--- src/rtl/div_pkg.sv ---
// Shared definitions for the sequential divider.
//   state_bits_t : 2-bit raw state encoding, also driven on the debug port
//   state_e      : FSM states IDLE(0) -> LOAD(1) -> CALC(2) -> DONE(3)
//   cnt_width()  : width of the step counter for a given operand width
package div_pkg;

  typedef logic [1:0] state_bits_t;

  typedef enum state_bits_t {
    IDLE = 2'd0,
    LOAD = 2'd1,
    CALC = 2'd2,
    DONE = 2'd3
  } state_e;

  // The counter must hold WIDTH-1; never narrower than one bit.
  function automatic int cnt_width(input int w);
    return (w <= 2) ? 1 : $clog2(w);
  endfunction

endpackage

--- src/rtl/div_addsub.sv ---
// (N+1)-bit subtractor: {borrow_o, diff_o} = a_i - b_i.
// Used as the trial subtractor of the divider core and, in the signed
// build (DIVIDER_SIGNED_EN), as a two's-complement negator (a_i = 0).
// Ports:
//   a_i, b_i  in  N+1  minuend / subtrahend
//   diff_o    out N    low N bits of the difference
//   borrow_o  out 1    top bit of the difference (set when a_i < b_i,
//                      given both operands fit in N bits + 1)
module div_addsub #(
  parameter int N = 8
) (
  input  logic [N:0]   a_i,
  input  logic [N:0]   b_i,
  output logic [N-1:0] diff_o,
  output logic         borrow_o
);

  logic [N:0] res;

  assign res      = a_i - b_i;
  assign diff_o   = res[N-1:0];
  assign borrow_o = res[N];

endmodule

--- src/rtl/seq_divider_param.sv ---
// Parametrised restoring shift/subtract divider, one quotient bit per cycle.
// Optional feature macro: DIVIDER_SIGNED_EN (two's-complement operands and
// results, truncation toward zero, remainder takes the dividend's sign).
// Ports:
//   clk, rst            clock, synchronous active-low reset
//   start               request; accepted only in IDLE
//   dividend, divisor   operands, sampled on the accept cycle
//   busy                high in LOAD and CALC
//   done                one-cycle pulse in DONE, results valid
//   quotient, remainder results, held until the next result
//   div_by_zero         set with done for divisor==0, cleared on next accept
//   state               FSM state for debug
// Handshake: start is sampled only while in IDLE; each accepted start
// produces exactly one done pulse unless reset intervenes.
module seq_divider_param
  import div_pkg::*;
#(
  parameter int WIDTH = 8
) (
  input  logic             clk,
  input  logic             rst,
  input  logic             start,
  input  logic [WIDTH-1:0] dividend,
  input  logic [WIDTH-1:0] divisor,
  output logic             busy,
  output logic             done,
  output logic [WIDTH-1:0] quotient,
  output logic [WIDTH-1:0] remainder,
  output logic             div_by_zero,
  output logic [1:0]       state
);

  localparam int CW = cnt_width(WIDTH);

  state_e           state_q, state_d;
  logic [WIDTH-1:0] a_q, a_d;       // dividend, becomes quotient
  logic [WIDTH-1:0] b_q, b_d;       // divisor
  logic [WIDTH-1:0] p_q, p_d;       // partial remainder (always < B)
  logic [CW-1:0]    cnt_q, cnt_d;
  logic [WIDTH-1:0] quot_q, quot_d;
  logic [WIDTH-1:0] rem_q, rem_d;
  logic             dbz_q, dbz_d;

  // One restoring step: the shifted pair {P,A} gives a WIDTH+1-bit partial
  // remainder; a clear top bit of the trial difference means it fits.
  logic [WIDTH:0]   shift_p;
  logic [WIDTH-1:0] trial;
  logic             trial_neg;
  logic [WIDTH-1:0] step_a, step_p;
  logic [WIDTH-1:0] q_res, r_res;

  assign shift_p = {p_q, a_q[WIDTH-1]};

  div_addsub #(.N(WIDTH)) u_trial (
    .a_i      (shift_p),
    .b_i      ({1'b0, b_q}),
    .diff_o   (trial),
    .borrow_o (trial_neg)
  );

  assign step_a = {a_q[WIDTH-2:0], ~trial_neg};
  assign step_p = trial_neg ? shift_p[WIDTH-1:0] : trial;

`ifdef DIVIDER_SIGNED_EN
  logic             neg_q_q, neg_q_d;   // quotient negated when signs differ
  logic             neg_r_q, neg_r_d;   // remainder follows dividend sign
  logic [WIDTH-1:0] a_neg, b_neg, q_neg, r_neg;
  logic [3:0]       neg_borrow;

  div_addsub #(.N(WIDTH)) u_neg_a (.a_i('0), .b_i({1'b0, a_q}),
    .diff_o(a_neg), .borrow_o(neg_borrow[0]));
  div_addsub #(.N(WIDTH)) u_neg_b (.a_i('0), .b_i({1'b0, b_q}),
    .diff_o(b_neg), .borrow_o(neg_borrow[1]));
  div_addsub #(.N(WIDTH)) u_neg_q (.a_i('0), .b_i({1'b0, step_a}),
    .diff_o(q_neg), .borrow_o(neg_borrow[2]));
  div_addsub #(.N(WIDTH)) u_neg_r (.a_i('0), .b_i({1'b0, step_p}),
    .diff_o(r_neg), .borrow_o(neg_borrow[3]));

  assign q_res = neg_q_q ? q_neg : step_a;
  assign r_res = neg_r_q ? r_neg : step_p;
`else
  assign q_res = step_a;
  assign r_res = step_p;
`endif

  always_comb begin
    state_d = state_q;
    a_d     = a_q;
    b_d     = b_q;
    p_d     = p_q;
    cnt_d   = cnt_q;
    quot_d  = quot_q;
    rem_d   = rem_q;
    dbz_d   = dbz_q;
`ifdef DIVIDER_SIGNED_EN
    neg_q_d = neg_q_q;
    neg_r_d = neg_r_q;
`endif
    case (state_q)
      IDLE: begin
        if (start) begin
          a_d     = dividend;
          b_d     = divisor;
          p_d     = '0;
          dbz_d   = 1'b0;
`ifdef DIVIDER_SIGNED_EN
          neg_q_d = dividend[WIDTH-1] ^ divisor[WIDTH-1];
          neg_r_d = dividend[WIDTH-1];
`endif
          state_d = LOAD;
        end
      end
      LOAD: begin
        if (b_q == '0) begin
          // A still holds the raw dividend here, in both builds.
          quot_d  = '1;
          rem_d   = a_q;
          dbz_d   = 1'b1;
          state_d = DONE;
        end else begin
`ifdef DIVIDER_SIGNED_EN
          // Magnitudes; -2^(W-1) maps to itself, read as unsigned.
          a_d = a_q[WIDTH-1] ? a_neg : a_q;
          b_d = b_q[WIDTH-1] ? b_neg : b_q;
`endif
          cnt_d   = CW'(WIDTH - 1);
          state_d = CALC;
        end
      end
      CALC: begin
        a_d = step_a;
        p_d = step_p;
        if (cnt_q == '0) begin
          // Results are registered on entry to DONE so they are valid
          // for the whole done cycle and hold afterwards.
          quot_d  = q_res;
          rem_d   = r_res;
          state_d = DONE;
        end else begin
          cnt_d = cnt_q - 1'b1;
        end
      end
      DONE: begin
        state_d = IDLE;
      end
      default: state_d = IDLE;
    endcase
  end

  always_ff @(posedge clk) begin
    if (!rst) begin
      state_q <= IDLE;
      a_q     <= '0;
      b_q     <= '0;
      p_q     <= '0;
      cnt_q   <= '0;
      quot_q  <= '0;
      rem_q   <= '0;
      dbz_q   <= 1'b0;
`ifdef DIVIDER_SIGNED_EN
      neg_q_q <= 1'b0;
      neg_r_q <= 1'b0;
`endif
    end else begin
      state_q <= state_d;
      a_q     <= a_d;
      b_q     <= b_d;
      p_q     <= p_d;
      cnt_q   <= cnt_d;
      quot_q  <= quot_d;
      rem_q   <= rem_d;
      dbz_q   <= dbz_d;
`ifdef DIVIDER_SIGNED_EN
      neg_q_q <= neg_q_d;
      neg_r_q <= neg_r_d;
`endif
    end
  end

  assign busy        = (state_q == LOAD) || (state_q == CALC);
  assign done        = (state_q == DONE);
  assign quotient    = quot_q;
  assign remainder   = rem_q;
  assign div_by_zero = dbz_q;
  assign state       = state_q;

endmodule

--- config.mk ---
export PLATFORM = sky130hd
export DESIGN_NAME = seq_divider_param
export DESIGN_NICKNAME = d
export VERILOG_FILES = /design/src/rtl/div_pkg.sv /design/src/rtl/div_addsub.sv /design/src/rtl/seq_divider_param.sv
export SDC_FILE = /design/constraint.sdc
export NUM_CORES = 1
export LEC_CHECK = 0
export CORE_MARGIN = 4
export CORE_UTILIZATION = 59
export DETAILED_ROUTE_END_ITERATION = 8
export GPL_TIMING_DRIVEN = 0
export PLACE_DENSITY = 0.89
export SETUP_SLACK_MARGIN = 0.1
export SLEW_MARGIN = 15
export SYNTH_ARGS = -nofsm -noshare
export SYNTH_HDL_FRONTEND = slang
export SYNTH_SLANG_ARGS = --single-unit
--- constraint.sdc ---
create_clock -name clk -period 5 [get_ports clk]
set_input_delay 0.75 -clock clk [delete_from_list [all_inputs] [get_ports clk]]
set_output_delay 0.75 -clock clk [all_outputs]
set_load 0.005 [all_outputs]
# ---- Word level (Yosys, flattened, before mapping)
# Cells that the tools add are included.
dict set report classes {
  n_addsub 2
  eq_ne 8
  mux 21
  bitwise_logic 1
  n_reduce_logical 13
}
# op count
set ops {}
lappend ops {{8-bit case mux with 2 select lines} 4}
lappend ops {{8-bit two-way mux} 7}
lappend ops {{2-bit != test, second input constant} 5}
lappend ops {{3-bit AND reduction} 3}
lappend ops {{9-bit by 8-bit subtractor with 9-bit output} 1}
lappend ops {{8-bit zero test} 1}
lappend ops {{2-bit case mux with 4 select lines} 1}
lappend ops {{3-bit two-way mux} 2}
lappend ops {{3-bit case mux with 2 select lines} 1}
lappend ops {{2-bit AND reduction} 3}
lappend ops {{2-bit nonzero test} 3}
lappend ops {{2-bit equality test, second input constant} 2}
lappend ops {{2-bit two-way mux} 2}
lappend ops {{3-bit zero test} 1}
lappend ops {{1-bit two-way mux} 3}
lappend ops {{3-bit by 1-bit subtractor with 3-bit output, second input constant} 1}
lappend ops {{2-bit by 1-bit equality test with 1-bit output, second input constant} 1}
lappend ops {{2-bit zero test} 1}
lappend ops {{1-bit case mux with 2 select lines} 1}
lappend ops {{1-bit logical OR} 1}
lappend ops {{1-bit inverter} 1}
dict set report totals {
  reg_bits 46
  in_bits 19
  word_cells 53
}

# ---- Logic depth before layout (Yosys ltp)
dict set report logic_depth {
  depth_word 4
  depth_mapped 10
}

# ---- Modules after synthesis
# A second synthesis with hierarchy kept.
dict set report unflattened {
  cells_unflattened 284
  area_unflattened_um2 2527.4
}
# mod instances cells_per_inst area_each_um2
set modules_own_cells {}
lappend modules_own_cells {seq_divider_param 1 225 2129.5}
lappend modules_own_cells {div_addsub 1 59 397.9}

# ---- Least setup slack after synthesis
# OpenSTA, ideal clock, no wires.
dict set report synth_path {
  path_kind {register to register}
  from {register a_q[7]}
  to {register rem_q[2] (netlist: remainder[2])}
  arrival_ns 2.058
  required_ns 4.926
  slack_ns 2.867
  path_stages_with_launch 10
  path_buffers 0
  period_less_slack_ns 2.133
  path_cell_list {dfxtp_1 > inv_1 > ha_1 > inv_1 > fa_1 > a211oi_4 > o211a_4 > o211ai_4 > mux2_4 > a31oi_1}
}
dict set report synth_between {
  elab_chain_cells 4
}
# item line_no
set synth_lines {}
lappend synth_lines {{from (decl)} seq_divider_param.sv:36} ;# logic [WIDTH-1:0] a_q, a_d;
lappend synth_lines {{from (signal assigned)} seq_divider_param.sv:153} ;# a_q <= '0;
lappend synth_lines {{from (signal assigned)} seq_divider_param.sv:166} ;# a_q <= a_d;
lappend synth_lines {{9-bit by 8-bit subtractor with 9-bit output} div_addsub.sv:20} ;# assign res = a_i - b_i;
lappend synth_lines {{8-bit two-way mux} seq_divider_param.sv:62} ;# assign step_p = trial_neg ? shift_p[WIDTH-1:0] : trial;
lappend synth_lines {{8-bit two-way mux} seq_divider_param.sv:133} ;# if (cnt_q == '0) begin
lappend synth_lines {{8-bit case mux with 2 select lines} seq_divider_param.sv:99} ;# case (state_q)
lappend synth_lines {{to (signal assigned)} seq_divider_param.sv:171} ;# rem_q <= rem_d;
lappend synth_lines {{to (decl)} seq_divider_param.sv:41} ;# logic [WIDTH-1:0] rem_q, rem_d;
# Every way passes these cells. The select of a mux whose other input is x is not followed.
# A chain may end at the register's enable or synchronous reset.

# ---- Final worst setup path
dict set report layout_path {
  from {register b_q[0]}
  to {register rem_q[7] (netlist: remainder[7])}
}
dict set report layout_between {
  elab_chain_cells 4
  elab_cells_between_ends 7
}
# item line_no
set layout_lines {}
lappend layout_lines {{from (decl)} seq_divider_param.sv:37} ;# logic [WIDTH-1:0] b_q, b_d;
lappend layout_lines {{from (signal assigned)} seq_divider_param.sv:154} ;# b_q <= '0;
lappend layout_lines {{from (signal assigned)} seq_divider_param.sv:167} ;# b_q <= b_d;
lappend layout_lines {{9-bit by 8-bit subtractor with 9-bit output} div_addsub.sv:20}
lappend layout_lines {{8-bit two-way mux} seq_divider_param.sv:62}
lappend layout_lines {{8-bit two-way mux} seq_divider_param.sv:133}
lappend layout_lines {{8-bit case mux with 2 select lines} seq_divider_param.sv:99}
# Parallel ways exist; a longest one is shown, timed or not. The select of a mux whose other input is x is not followed.

==> flow_metrics.env <==
export IMPL_synthCells=345
export IMPL_final_cells=458
export IMPL_clock_skew_ps=8.410
export IMPL_worstPathArrival_ps=2620
export IMPL_cts_tree="built"
export IMPL_finalHoldViolations=0
export IMPL_fillerInstances=356
export IMPL_vdd_drop_max_mv=0.4183
export IMPL_drc=0
export IMPL_final_period_utilization_pct=48.92
export IMPL_r2r_start="b_q[0]"
export IMPL_min_path_type="reg -> reg"
export IMPL_syn_nets=379
export IMPL_clk_pin_slew_ps=100
export IMPL_p_leak_nw=1.439
export IMPL_slowest_stage="fa_1"
export IMPL_cap_viol_max_count=0
export IMPL_cp_cell_sequence="ha_1 > inv_1 > fa_1 > a211oi_4 > o211a_4 > o211ai_4 > buf_6 > a22oi_1 > o31ai_1"
export IMPL_initial_core_util_pct=60.77
export IMPL_start_kind="flip-flop"
export IMPL_syn_cell_area_sq_um=2870
export IMPL_synthArstFlopShare_pct=0
export IMPL_cp_endpoint="remainder[7]"
export IMPL_postCtsSetupBuffers=0
export IMPL_slew_viol_final=0
export IMPL_pre_cts_slack_ps=2494
export IMPL_p_per_area_nw_per_um2=703.3
export IMPL_timing_final_ws_setup_ps=2554
export IMPL_ys_seq_area_share_pct=32.08
export IMPL_dr_pass1_iters=5
export IMPL_setup_tns_ps=0
export IMPL_final_antenna_net_count=0
export IMPL_htreeDepth=2
export IMPL_area_growth_pct=20.27
export IMPL_n_antenna_cell=0
export IMPL_insertion_delay_ps=300
export IMPL_grt_pass1_vias=2596
export IMPL_core_area_sq_um=4723
export IMPL_io_buffer_count=38
export IMPL_ys_dominant_reg_cell="dfxtp_1"
export IMPL_hpwl_um=5356
export IMPL_cts_resized=0
export IMPL_drtIter0Drc=228
export IMPL_syn_avg_cell_area_sq_um=8.320
export IMPL_status="complete, no violations"
export IMPL_clockRootBuffer="clkbuf_8"
export IMPL_rr_endpoint="remainder[7]"
export IMPL_min_period_ps=2446
export IMPL_slew_headroom_pct=56.15
export IMPL_antenna_found_initial=0
export IMPL_ios=40
export IMPL_setup_reg_to_reg_worst_slack_ps=2550
export IMPL_hp_start="b_q[6]"
export IMPL_grt_pass1_wl_um=12040
export IMPL_ys_warn_count=0
export IMPL_setup_viol=0
export IMPL_clock_fmax_ghz=0.4089
export IMPL_dp_cells=450
export IMPL_gp_congestion=0.9053
export IMPL_worstMarginPinSlew_ps=657.8
export IMPL_num_vias=2793
export IMPL_hold_buffers=0
export IMPL_grt_usage_pct=24.80
export IMPL_post_drt_wl_per_cell_um=16.28
export IMPL_synth_edf_count=0
export IMPL_drive_gt1_share_pct=9.974
export IMPL_max_stage_delay_ps=440
export IMPL_crit_type="reg -> reg"
export IMPL_drt_wl_total_um=7455
export IMPL_required_ps=5180
export IMPL_r2r_cells=9
export IMPL_die_h_um=77.75
export IMPL_num_rows=25
export IMPL_dieWidth_um=77.75
export IMPL_ys_types=52
export IMPL_grt_max_degree=17
export IMPL_setup_worst_path_start="b_q[0]"
export IMPL_cts_made_buffers=5
export IMPL_cts_sinks=46
export IMPL_die_area_sq_um=6045
export IMPL_fin_nets=424
export IMPL_cp_max_fo=10
export IMPL_post_drt_via_cell_ratio=6.098
export IMPL_end_kind="flip-flop"
export IMPL_ctsLongestPathBuffers=2
export IMPL_grt_ovfl_total=0
export IMPL_rsz0062_at_grt="false"
export IMPL_ys_seq_elements=46
[sequential cells by signal, indices dropped and copies added, names as in the netlist]
name	flops
a_q	8
b_q	8
cnt_q	3
div_by_zero	1
p_q	8
quotient	8
remainder	8
state	2
[critical path, delay by kind of cell (launching register included)]
kind | cells | cell delay, ps
compound gates | 5 | 1000
fa+ha+maj | 2 | 640
flops | 1 | 420
buf+inv | 2 | 250
[placed cells by master (no fill, tap or decap), types with 3 or more instances in the layout]
cell type,n
inv_1,20
nor2_1,14
o21ai_0,19
o31ai_1,3
nand4_1,10
mux2_2,4
ha_1,14
o211a_1,18
dfxtp_1,46
a21oi_1,16
a21boi_0,9
o211ai_2,3
clkbuf_8,5
mux2i_1,9
and2_1,3
nand2b_1,6
a2bb2oi_1,3
nand3_1,11
buf_6,4
nand2_1,53
o21ai_1,7
a31oi_1,7
nor3_1,5
clkbuf_1,9
nand3b_1,7
xor2_1,3
a22oi_1,3
buf_2,8
clkdlybuf4s50_1,38
[layer usage]
layer / share of wire [%] / vias to the layer above / wire, um / GRT usage [%]
met5: 0 / - / 0 / 0
met4: 3.4 / 0 / 256 / 10.14
met3: 8.2 / 30 / 611 / 3.016
met2: 47 / 134 / 3495 / 42.21
met1: 41 / 1297 / 3091 / 31.64
li1: - / 1332 / - / -
[power by group]
group / internal (mW) / switching, mW
combinational: 0.658 / 0.869
clock: 0.152 / 0.143
sequential: 0.498 / 0.108
total: 1.31 / 1.12
[cell type report]
class                      instances  area, sq um  area share [%]
buffer                            22        126.4           3.661
clock inverter                     3        48.80           1.414
timing repair buffer              38        380.4           11.02
sequential                        46        920.9           26.68
tap                               67        83.83           2.428
multi-input combinational        257         1748           50.63
inverter                          20        75.07           2.175
clock buffer                       5        68.82           1.993
[stage by stage]
step                      util (%)  cell area [sq um]  hold slack, ps  power [mW]
after global routing         73.09               3452           520.7       2.588
after global placement       70.60               3334           478.9       2.052
after CTS                    73.09               3452           499.1       2.404
final                        73.09               3452           497.6       2.428
after detailed placement     70.60               3334           485.6       2.091
after floorplan                  -               2870           466.7       1.669
[cells in the mapped netlist, types with 2 or more instances]
cell type | number | area, sq um
a2111oi_0 | 2 | 17.52
a211oi_1 | 2 | 15.01
a21boi_0 | 9 | 67.56
a21oi_1 | 16 | 80.08
a22oi_1 | 3 | 22.52
a2bb2oi_1 | 3 | 26.28
a31oi_1 | 7 | 43.79
and2_1 | 3 | 18.77
buf_2 | 8 | 40.04
buf_6 | 4 | 45.04
clkbuf_1 | 9 | 33.78
dfxtp_1 | 46 | 920.9
ha_1 | 14 | 175.2
inv_1 | 20 | 75.07
mux2_2 | 4 | 45.04
mux2i_1 | 9 | 90.09
nand2_1 | 53 | 198.9
nand2b_1 | 6 | 37.54
nand3_1 | 11 | 55.05
nand3b_1 | 7 | 52.55
nand4_1 | 10 | 62.56
nor2_1 | 14 | 52.55
nor2b_1 | 2 | 12.51
nor3_1 | 5 | 25.02
nor4_2 | 2 | 25.02
o211a_1 | 18 | 180.2
o211ai_2 | 3 | 37.54
o21a_1 | 2 | 15.01
o21ai_0 | 19 | 95.09
o21ai_1 | 7 | 35.03
o31ai_1 | 3 | 22.52
or3_1 | 2 | 12.51
xor2_1 | 3 | 26.28
[worst min-delay path by stage]
stage,to,slack [ps],cells past startpoint
after global routing,b_q[6],520,2
after floorplan,b_q[3],470,2
after detailed placement,b_q[6],490,2
after global placement,b_q[1],480,2
final,b_q[6],500,2
after CTS,b_q[6],500,2
[cells by family after synthesis]
| group | share of synthesized area (%) |
|---|---|
| adders and majority gates | 6.800 |
| muxes | 5.231 |
| buffers and inverters | 7.018 |
| and+or+nand+nor | 20.53 |
| xor gates and xnor gates | 0.9156 |
| AOI/OAI and AO/OA | 27.42 |
| DFF | 32.08 |
Note: power is estimated with default switching activity, not from simulation.
